### src/rtl/rv32i_types.sv
// rtl/rv32i_types.sv - shared types for the fetch/decode front end
package rv32i_types;

  // One buffered fetch result: instruction word plus its PC
  typedef struct packed {
    logic [31:0] instr;
    logic [31:0] pc;
  } iq_entry_t;

endpackage

### src/rtl/instruction_queue.sv
// rtl/instruction_queue.sv - circular instruction FIFO between fetch and decode
module instruction_queue
  import rv32i_types::*;
#(
  parameter int iq_size       = 8,
  parameter int iq_index_bits = 3
) (
  input  logic                     clk,
  input  logic                     rst,
  input  logic                     fetch_valid,
  input  logic [31:0]              fetch_instr,
  input  logic [31:0]              fetch_pc,
  output logic                     iq_full,
  output logic [31:0]              instruction_iq_head,
  output logic [31:0]              PC_iq_head,
  output logic                     load_dec_iq,
  input  logic                     full_dec,
  input  logic                     flush,
  output logic [iq_index_bits:0]   iq_count,
  output logic [31:0]              stall_cycles
);

  localparam logic [iq_index_bits:0]   FullCount = (iq_index_bits + 1)'(iq_size);
  localparam logic [iq_index_bits:0]   CountOne  = (iq_index_bits + 1)'(1);
  localparam logic [iq_index_bits-1:0] PtrOne    = (iq_index_bits)'(1);

  iq_entry_t                mem_q [iq_size];
  logic [iq_index_bits-1:0] head_q, head_d;
  logic [iq_index_bits-1:0] tail_q, tail_d;
  logic [iq_index_bits:0]   count_q, count_d;
  logic [31:0]              stall_q, stall_d;
  logic                     push, pop;
  iq_entry_t                head_entry;
  iq_entry_t                fetch_entry;

  // Full/valid come only from registered occupancy, so full_dec never loops back into load_dec_iq
  assign iq_full     = (count_q == FullCount);
  assign load_dec_iq = (count_q != '0);
  assign push        = fetch_valid && !iq_full;
  assign pop         = load_dec_iq && !full_dec;

  assign fetch_entry = '{instr: fetch_instr, pc: fetch_pc};
  assign head_entry  = mem_q[head_q];

  // Head outputs read the oldest slot directly and are zeroed when empty
  always_comb begin
    instruction_iq_head = '0;
    PC_iq_head          = '0;
    if (load_dec_iq) begin
      instruction_iq_head = head_entry.instr;
      PC_iq_head          = head_entry.pc;
    end
  end

  assign iq_count     = count_q;
  assign stall_cycles = stall_q;

  // Next-state for pointers, occupancy and stall counter; flush outranks push and pop
  always_comb begin
    head_d  = head_q;
    tail_d  = tail_q;
    count_d = count_q;
    stall_d = stall_q;
    if (load_dec_iq && full_dec) begin
      stall_d = stall_q + 32'd1;
    end
    if (flush) begin
      head_d  = '0;
      tail_d  = '0;
      count_d = '0;
    end else begin
      if (push) begin
        tail_d = tail_q + PtrOne;
      end
      if (pop) begin
        head_d = head_q + PtrOne;
      end
      case ({push, pop})
        2'b10:   count_d = count_q + CountOne;
        2'b01:   count_d = count_q - CountOne;
        default: count_d = count_q;
      endcase
    end
  end

  // Control state registers with synchronous reset
  always_ff @(posedge clk) begin
    if (rst) begin
      head_q  <= '0;
      tail_q  <= '0;
      count_q <= '0;
      stall_q <= '0;
    end else begin
      head_q  <= head_d;
      tail_q  <= tail_d;
      count_q <= count_d;
      stall_q <= stall_d;
    end
  end

  // Entry storage; contents are left untouched by reset and flush
  always_ff @(posedge clk) begin
    if (!rst && !flush && push) begin
      mem_q[tail_q] <= fetch_entry;
    end
  end

endmodule

### config.mk
export PLATFORM = sky130hd
export DESIGN_NAME = instruction_queue
export DESIGN_NICKNAME = d
export VERILOG_FILES = /design/src/rtl/rv32i_types.sv /design/src/rtl/instruction_queue.sv
export SDC_FILE = /design/constraint.sdc
export NUM_CORES = 1
export LEC_CHECK = 0
export CAP_MARGIN = 20
export CELL_PAD_IN_SITES_DETAIL_PLACEMENT = 1
export CELL_PAD_IN_SITES_GLOBAL_PLACEMENT = 1
export CORE_MARGIN = 10
export CORE_UTILIZATION = 40
export DETAILED_ROUTE_END_ITERATION = 16
export PLACE_DENSITY = 0.68
export REMOVE_ABC_BUFFERS = 1
export SLEW_MARGIN = 40
export SYNTH_ARGS = -nofsm -noshare
export SYNTH_HDL_FRONTEND = slang
export SYNTH_SLANG_ARGS = --single-unit
export TNS_END_PERCENT = 10
### constraint.sdc
create_clock -name clk -period 20 [get_ports clk]
set_input_delay 4 -clock clk [delete_from_list [all_inputs] [get_ports clk]]
set_output_delay 4 -clock clk [all_outputs]
set_load 0.01 [all_outputs]
== After elaboration in Yosys (flattened, before gate mapping) ==
Memory sizes are Yosys's and may differ from the RTL's. A register that Yosys moved wholly into a read port is not among the register bits.
Cells that the tools add are included.
Word-level totals
  bits in registers: 42
  RAM bits: 512
  output and inout port bits: 102
  logic and storage cells: 32
  memories: 1
Cells by class
  add/sub/neg operators: 5
  eq/ne operators: 3
  mux-type cells: 7
  reduce and logical (&&, ||, !) cells: 12
Memory list
  mem_q: words 8, bits a word 64, read ports 1, clocked after memory_dff 1, write ports 1, RTL line instruction_queue.sv:27  | iq_entry_t mem_q [iq_size];
Operator list (number)
  32-bit 2-to-1 mux: 2
  32-bit by 1-bit adder with 32-bit output, second input constant: 1
  4-bit case mux with 2 select lines: 1
  3-bit by 1-bit adder with 3-bit output, second input constant: 2
  3-bit 2-to-1 mux: 2
  1-bit logical AND: 5
  4-bit by 1-bit adder with 4-bit output, second input constant: 1
  4-bit equality test, second input constant: 1
  1-bit zero test: 4
  4-bit nonzero test: 1
  4-bit by 1-bit subtractor with 4-bit output, second input constant: 1
  2-bit by 1-bit equality test with 1-bit output, second input constant: 1
  2-bit equality test, second input constant: 1
  1-bit 2-to-1 mux: 2
  2-bit nonzero test: 1
  2-bit OR reduction: 1

== Longest topological paths before layout ==
Gate-level depths: netlist of the first run.
  word-level depth: 6
  mapped depth: 9
  depth with buffers taken out: 9

== Least setup slack after synthesis of the first run ==
OpenSTA, ideal clock, no wires.
  path type: input port to flip-flop
  start point: in flush
  end point: mem mem_q[0][0] (netlist name), enable pin
  library setup time: 0.565 ns
  arrival: 9.011 ns
  required time: 19.435 ns
  setup slack: 10.424 ns
  cell stages on the path: 3
  buffers on the path: 0
  cell sequence: or2_2 > or3_1 > nor3_1
Between the ends
  word-level cells in the longest chain between the ends: 5
RTL lines
  start: declaration: RTL line instruction_queue.sv:18  | input logic flush,
  1-bit zero test: RTL line instruction_queue.sv:103  | if (!rst && !flush && push) begin
  1-bit logical AND (2 in series): RTL line instruction_queue.sv:103
  1-bit 2-to-1 mux: RTL line instruction_queue.sv:103
  1-bit 2-to-1 mux (not written as such): RTL line instruction_queue.sv:104  | mem_q[tail_q] <= fetch_entry;
  end: declaration: RTL line instruction_queue.sv:27
No other way between the ends.

==> results.py, run 1 <==
metrics = {
    "power_and_ir_drop": {
        "power.static_leakage_uw": 0.00790,
        "ir_worst_vdd_v": 0.0000651,
        "cellPowerDensity_mw_per_mm2": 93.3,
        "swShare_pct": 20.2,
        "cell_internal_pwr_uw": 1940,
        "power.sequential.fraction_pct": 52.6,
        "combPwrFrac_pct": 4.3,
        "net_switching_power_uw": 492,
        "clock_power_share_pct": 43.1,
    },
    "yosys": {
        "synthArstFlopShare_pct": 0,
        "ys_ff_latch": 557,
        "yosys_warnings": 0,
        "yosysUniqueCellTypes": 38,
        "post_synth_instance_area_sq_mm": 0.0216,
        "post_synth.cell_area_avg_sq_um": 19.9,
        "synth_top_area_share_pct": 71.1,
        "syn-instance-count": 1084,
        "post_synth_main_area_contributors": "edfxtp_1, mux4_2, dfxtp_1, mux2i_1, nor2_1",
        "ys.flop_type": "edfxtp_1",
        "synth_sequential_area_ratio_pct": 75.3,
        "synth_enable_flop_cells": 512,
        "synth_area_leader_cell": "edfxtp_1",
    },
    "global_route": {
        "via_count_of_the_first_global_routing_pass": 12000,
        "grt_antenna_before_repair": 7,
        "global_route_wire_length_before_repair_mm": 75.3,
        "globalRoute.totalOverflow": 0,
        "grtUsageTotal_pct": 15.6,
        "largest_net_degree_at_the_start_of_global_routing": 51,
    },
    "setup_path": {
        "cp.buffers_inverters": 2,
        "worst_path_largest_cell_delay_ps": 700,
        "critPathKind": "reg2out",
        "worst_path_dominant_cell_family": "buffers and inverters",
        "worstPathArrival_ps": 3350,
        "crit_chain": "buf_4 -> mux4_2 -> mux2i_1 -> nor2_1 -> clkdlybuf4s50_1",
        "timing.reg2reg.worst_path_depth": 6,
        "rr_endpoint": "mem_q[2][43]",
        "minimum_setup_slack_among_reg_to_reg_paths_ps": 16810,
        "critical-path-slowest-cell": "dfxtp_4",
        "endpoint_kind": "primary output",
        "critPathLaunchType": "flop",
        "timing.rr.start": "iq_count[0]",
        "timing.critical_path.required_ps": 16000,
        "crit_path_max_fanout": 50,
    },
    "drt": {
        "route.vias.total": 10800,
        "final_antenna_net_count": 0,
        "route.layer.met1.wl_mm": 22.0,
        "routed-wl-met3_mm": 2.90,
        "initialDrtViolationCount": 605,
        "post_drt_via_cell_ratio": 5.35,
        "top_signal_layer_used": "met5",
        "drt_drc_violations_left": 0,
        "routedWlPerCell_um": 24.6,
        "drt-total-wl_mm": 49.7,
        "route.met2.wl_mm": 24.2,
        "dr.pass1.iters": 4,
    },
    "cells_and_area": {
        "final_net_count": 1356,
        "area_growth_pct": 20.6,
        "final_design_area_no_fill_sq_mm": 0.0261,
        "post_route_cells_drive_above_1_share_pct": 19.3,
        "post-route-util_pct": 48.5,
    },
    "timing": {
        "finalWorstPathRequiredPeriod_ps": 7350,
        "finalClockSkew_ps": 21.6,
        "finalMaxSlewViolations": 0,
        "max_freq_mhz": 136,
        "grt_setup_unrepaired": "no",
        "layout_worst_path_cycle_share_pct": 36.7,
        "timing_worst_slew_pin_value_ps": 808,
        "finalSetupViolations": 0,
        "fin_tns_setup_ps": 0,
        "timing.slew.headroom_pct": 46.2,
        "hold_violations": 0,
    },
    "worst_hold_path": {
        "hold_path_class": "reg2reg",
        "hold-path-cell-count": 2,
        "min-delay-start": "head_q[1]",
    },
    "placed_design": {
        "io_buffers": 170,
        "dpl_cell_area_sq_mm": 0.0242,
        "routabilityCongestion": 0.706,
        "detailed_place_hpwl_mm": 28.7,
    },
    "clocking": {
        "tritoncts_num_sinks": 557,
        "cts_tree": "yes",
        "post_cts.resized_instances": 0,
        "htree_num_levels": 2,
        "cts_hold_buf": 0,
        "clock_insertion_delay_worst_skew_ps": 610,
        "cts_made_buffers": 58,
        "cts_buffer_depth": 3,
        "cts.root.buffer_cell": "clkbuf_16",
        "clkSlewWorstSetupHoldPaths_ps": 60,
        "cts.repair_timing.setup_buffer_count": 0,
    },
    "die": {
        "placementRows": 85,
        "floorplan.die.height_um": 252,
        "start_util_pct": 40.2,
        "die_area_sq_mm": 0.0637,
        "floorplan.io_pins": 171,
        "coreArea_sq_mm": 0.0537,
        "floorplan.die.width_um": 252,
    },
    "outcome": {
        "outcome": "completed",
    },
    "job": {
        "cap_viol_max_count": 0,
    },
}
stage by stage:
step                      power [uW]  setup WS (ps)  cells  hold WS, ps
after global routing            2520          12450   2023          542
after detailed placement        1410          12670   1916          492
after CTS                       2460          12510   2023          510
after global placement          1410          12660   1914          485
final                           2430          12650   2025          499
after floorplan                 1350           9770   1026          472
cell families after synthesis:
logic type / Yosys count / share of synthesized area (%)
and+or+nand+nor: 200 / 4.58
adders and majority gates: 7 / 0.440
DFF: 557 / 75.3
buffers and inverters: 67 / 1.29
muxes: 203 / 16.9
xor gates and xnor gates: 14 / 0.567
AOI/OAI and AO/OA: 36 / 0.950
registers in the layout, indices dropped and copies added (netlist names), named ones only:
name and flops:
head_q 3, stall_cycles 32, mem_q 512, iq_count 4, tail_q 3
worst max-delay path by stage:
stage                                          to  cells after the start  from  slack, ps
after CTS                          PC_iq_head[16]                      5  flop      12510
after detailed placement             mem_q[2][20]                      7   rst      12670
final                     instruction_iq_head[16]                      5  flop      12650
after global routing               PC_iq_head[16]                      5  flop      12450
after floorplan                     PC_iq_head[0]                      3  flop       9770
after global placement    instruction_iq_head[16]                      5  flop      12660
power groups by stage:
stage	logic (uW)	registers, uW	clock network (uW)
floorplan	40.3	1310	0
global placement	102	1310	0
detailed placement	106	1300	0
CTS	107	1280	1080
global route	113	1280	1120
finish	104	1280	1050
area by class of cell:
type / count / area, sq um
inverters: 9 / 33.8
multi-input cells: 460 / 5110
flip-flops and latches: 557 / 16300
well taps: 696 / 871
clock inverters: 31 / 302
diodes: 2 / 5.00
fillers: 4888 / 27600
repair buffers: 194 / 1920
clock buffers: 76 / 1540
worst reg2reg max path, stage by stage, from the launching register on:
cell	delay (ps)
dfxtp_1	530
or4b_2	300
nand2_1	170
or3_1	540
nor2_4	140
buf_4	450
buf_4	650
layout by cell type (no fill, tap or decap), drive strengths merged, types with 10 or more instances in the layout:
cell,count
inv,10
clkbuf,76
buf,24
nand3,14
dfxtp,45
nor4,12
clkinv,23
edfxtp,512
mux4,128
clkdlybuf4s50,170
mux2i,66
nand2,17
nor2,101
a21oi,20
cells in the mapped netlist (4+ instances only):
| cell type | instances |
|---|---|
| nor2b_1 | 9 |
| nand4_1 | 8 |
| mux2_2 | 8 |
| nor2_1 | 101 |
| nand3_1 | 14 |
| or3_1 | 7 |
| and4_1 | 7 |
| clkbuf_1 | 31 |
| nand2_1 | 17 |
| nand2b_1 | 4 |
| buf_2 | 18 |
| or4_1 | 9 |
| mux2i_1 | 66 |
| o31ai_1 | 9 |
| xnor2_1 | 7 |
| dfxtp_1 | 45 |
| mux4_2 | 128 |
| inv_1 | 8 |
| nor4_1 | 11 |
| o21ai_0 | 6 |
| xor2_1 | 7 |
| edfxtp_1 | 512 |
| ha_1 | 6 |
| a21oi_1 | 20 |
| buf_1 | 8 |
layer usage:
layer / up-vias / global-route usage (%)
li1: 4803 / -
met1: 5716 / 20.4
met2: 236 / 25.8
met3: 61 / 3.86
met4: 10 / 3.32
met5: - / 0
(Power assumes the default switching activity.)
==> inputs of run 2 (changes only) <==
PLACE_DENSITY = 0.71   (was 0.68)
clock period = 5.97 ns   (was 20 ns; I/O delays follow)
==> results.py, run 2 (synthesis results as in run 1) <==
metrics = {
    "global_route": {
        "grt_antenna_before_repair": 9,
        "largest_net_degree_at_the_start_of_global_routing": 63,
        "global_route_wire_length_before_repair_mm": 76.6,
        "via_count_of_the_first_global_routing_pass": 12100,
        "globalRoute.totalOverflow": 0,
        "grtUsageTotal_pct": 15.8,
    },
    "setup_path": {
        "timing.critical_path.required_ps": 4780,
        "endpoint_kind": "primary output",
        "timing.reg2reg.worst_path_depth": 8,
        "crit_chain": "buf_12 -> mux4_2 -> mux2i_1 -> nor2_1 -> clkdlybuf4s50_1",
        "rr_endpoint": "iq_count[3]",
        "critical-path-slowest-cell": "dfxtp_4",
        "cp.buffers_inverters": 2,
        "timing.rr.start": "iq_count[3]",
        "crit_path_max_fanout": 62,
        "critPathKind": "reg2out",
        "minimum_setup_slack_among_reg_to_reg_paths_ps": 3220,
        "critical_path_depth": 5,
        "worstPathArrival_ps": 3280,
        "critPathLaunchType": "flop",
        "worst_path_largest_cell_delay_ps": 830,
        "worst_path_dominant_cell_family": "buffers and inverters",
    },
    "drt": {
        "drt-total-wl_mm": 50.5,
        "dr.pass1.iters": 5,
        "post_drt_via_cell_ratio": 5.41,
        "final_antenna_net_count": 0,
        "routedWlPerCell_um": 25.0,
        "drt_drc_violations_left": 0,
        "initialDrtViolationCount": 627,
        "route.vias.total": 11000,
    },
    "cells_and_area": {
        "sequential_cell_area_sq_mm": 0.0163,
        "area_occupied_by_multi_input_gates_sq_mm": 0.00511,
        "area_growth_pct": 20.7,
        "layout_commonest_cell": "edfxtp_1",
        "final_net_count": 1359,
        "largest_register_ff_count": 512,
        "post_route_cells_drive_above_1_share_pct": 20.0,
        "regMostFlops": "mem_q",
        "most_frequent_cells_in_the_layout": "edfxtp_1, clkdlybuf4s50_1, mux4_2",
        "fillers": 4896,
    },
    "worst_hold_path": {
        "hold_path_class": "reg2reg",
        "min-delay-start": "stall_cycles[11]",
        "worstHoldEndpoint": "stall_cycles[11]",
        "hold-path-cell-count": 2,
    },
    "placed_design": {
        "routabilityCongestion": 0.735,
        "detailed_place_hpwl_mm": 29.1,
        "io_buffers": 170,
    },
    "clocking": {
        "cts.repair_timing.setup_buffer_count": 0,
        "cts.root.buffer_cell": "clkbuf_16",
        "tritoncts_num_sinks": 557,
        "clkSlewWorstSetupHoldPaths_ps": 60,
        "cts_hold_buf": 0,
        "cts_tree": "yes",
        "post_cts.resized_instances": 0,
        "cts_made_buffers": 57,
        "htree_num_levels": 2,
        "clock_insertion_delay_worst_skew_ps": 610,
        "cts_buffer_depth": 3,
    },
    "power_and_ir_drop": {
        "ir_worst_vdd_v": 0.000223,
        "power_uw": 8090,
        "cellPowerDensity_mw_per_mm2": 310,
        "combPwrFrac_pct": 4.3,
        "power.sequential.fraction_pct": 53.0,
        "net_switching_power_uw": 1670,
        "clock_power_share_pct": 42.7,
        "swShare_pct": 20.6,
        "cell_internal_pwr_uw": 6430,
        "power.static_leakage_uw": 0.00790,
    },
    "die": {
        "start_util_pct": 40.2,
        "floorplan.io_pins": 171,
        "coreArea_sq_mm": 0.0537,
        "die_area_sq_mm": 0.0637,
        "floorplan.die.height_um": 252,
        "floorplan.die.width_um": 252,
        "placementRows": 85,
    },
    "timing": {
        "fin_tns_setup_ps": 0,
        "hold_violations": 0,
        "finalWorstPathRequiredPeriod_ps": 4470,
        "finalMaxSlewViolations": 0,
        "timing_worst_slew_pin_value_ps": 790,
        "max_freq_mhz": 224,
        "timing.slew.headroom_pct": 47.3,
        "grt_setup_unrepaired": "no",
        "layout_worst_path_cycle_share_pct": 74.9,
        "finalSetupViolations": 0,
        "finalClockSkew_ps": 18.6,
    },
    "outcome": {
        "outcome": "completed",
    },
    "job": {
        "cap_viol_max_count": 0,
    },
}
==> run 2: layer usage <==
metal | track usage, % | routed length, um | up-vias
met4 | 3.13 | 641 | 14
met3 | 4.18 | 3250 | 60
li1 | - | - | 4798
met2 | 26.1 | 24900 | 279
met5 | 0 | 89 | -
met1 | 20.8 | 21600 | 5806
==> run 2: per-stage QoR <==
stage	setup WS, ps	std cells	hold slack [ps]	cell area, sq um	util [%]
detailed placement	1860	1920	506	24300	45.2
floorplan	-1460	1026	472	21400	-
finish	1500	2024	512	26100	48.6
global placement	1900	1919	488	24200	45.1
global route	1360	2023	557	26100	48.6
CTS	1470	2022	519	26100	48.5
==> run 2: how the worst max path moves through the flow <==
stage | startpoint | end
after floorplan | flop | PC_iq_head[0]
after global placement | flop | PC_iq_head[25]
after detailed placement | rst | mem_q[0][40]
after CTS | flop | PC_iq_head[1]
after global routing | flop | PC_iq_head[6]
final | flop | instruction_iq_head[14]
==> run 2: layout make-up <==
| class | instances | area share, % |
|---|---|---|
| antenna | 2 | 0.0192 |
| clock buffer | 64 | 5.65 |
| clock inverter | 38 | 1.33 |
| inverter | 9 | 0.130 |
| multi-input combinational | 460 | 19.6 |
| sequential | 557 | 62.4 |
| tap | 696 | 3.34 |
| timing repair buffer | 198 | 7.47 |
==> run 2: tightest hold or removal path, stage by stage (launching register included) <==
cell     delay (ps)
dfxtp_1         330
o21ai_0          80
a21oi_1          60
==> run 2: power groups by stage <==
stage          sequential, uW  combinational, uW  clock, uW
6_report                 4290                348       3460
5_1_grt                  4290                380       3720
4_1_cts                  4290                357       3550
3_5_place_dp             4370                354          0
3_3_place_gp             4370                341          0
2_1_floorplan            4380                135          0
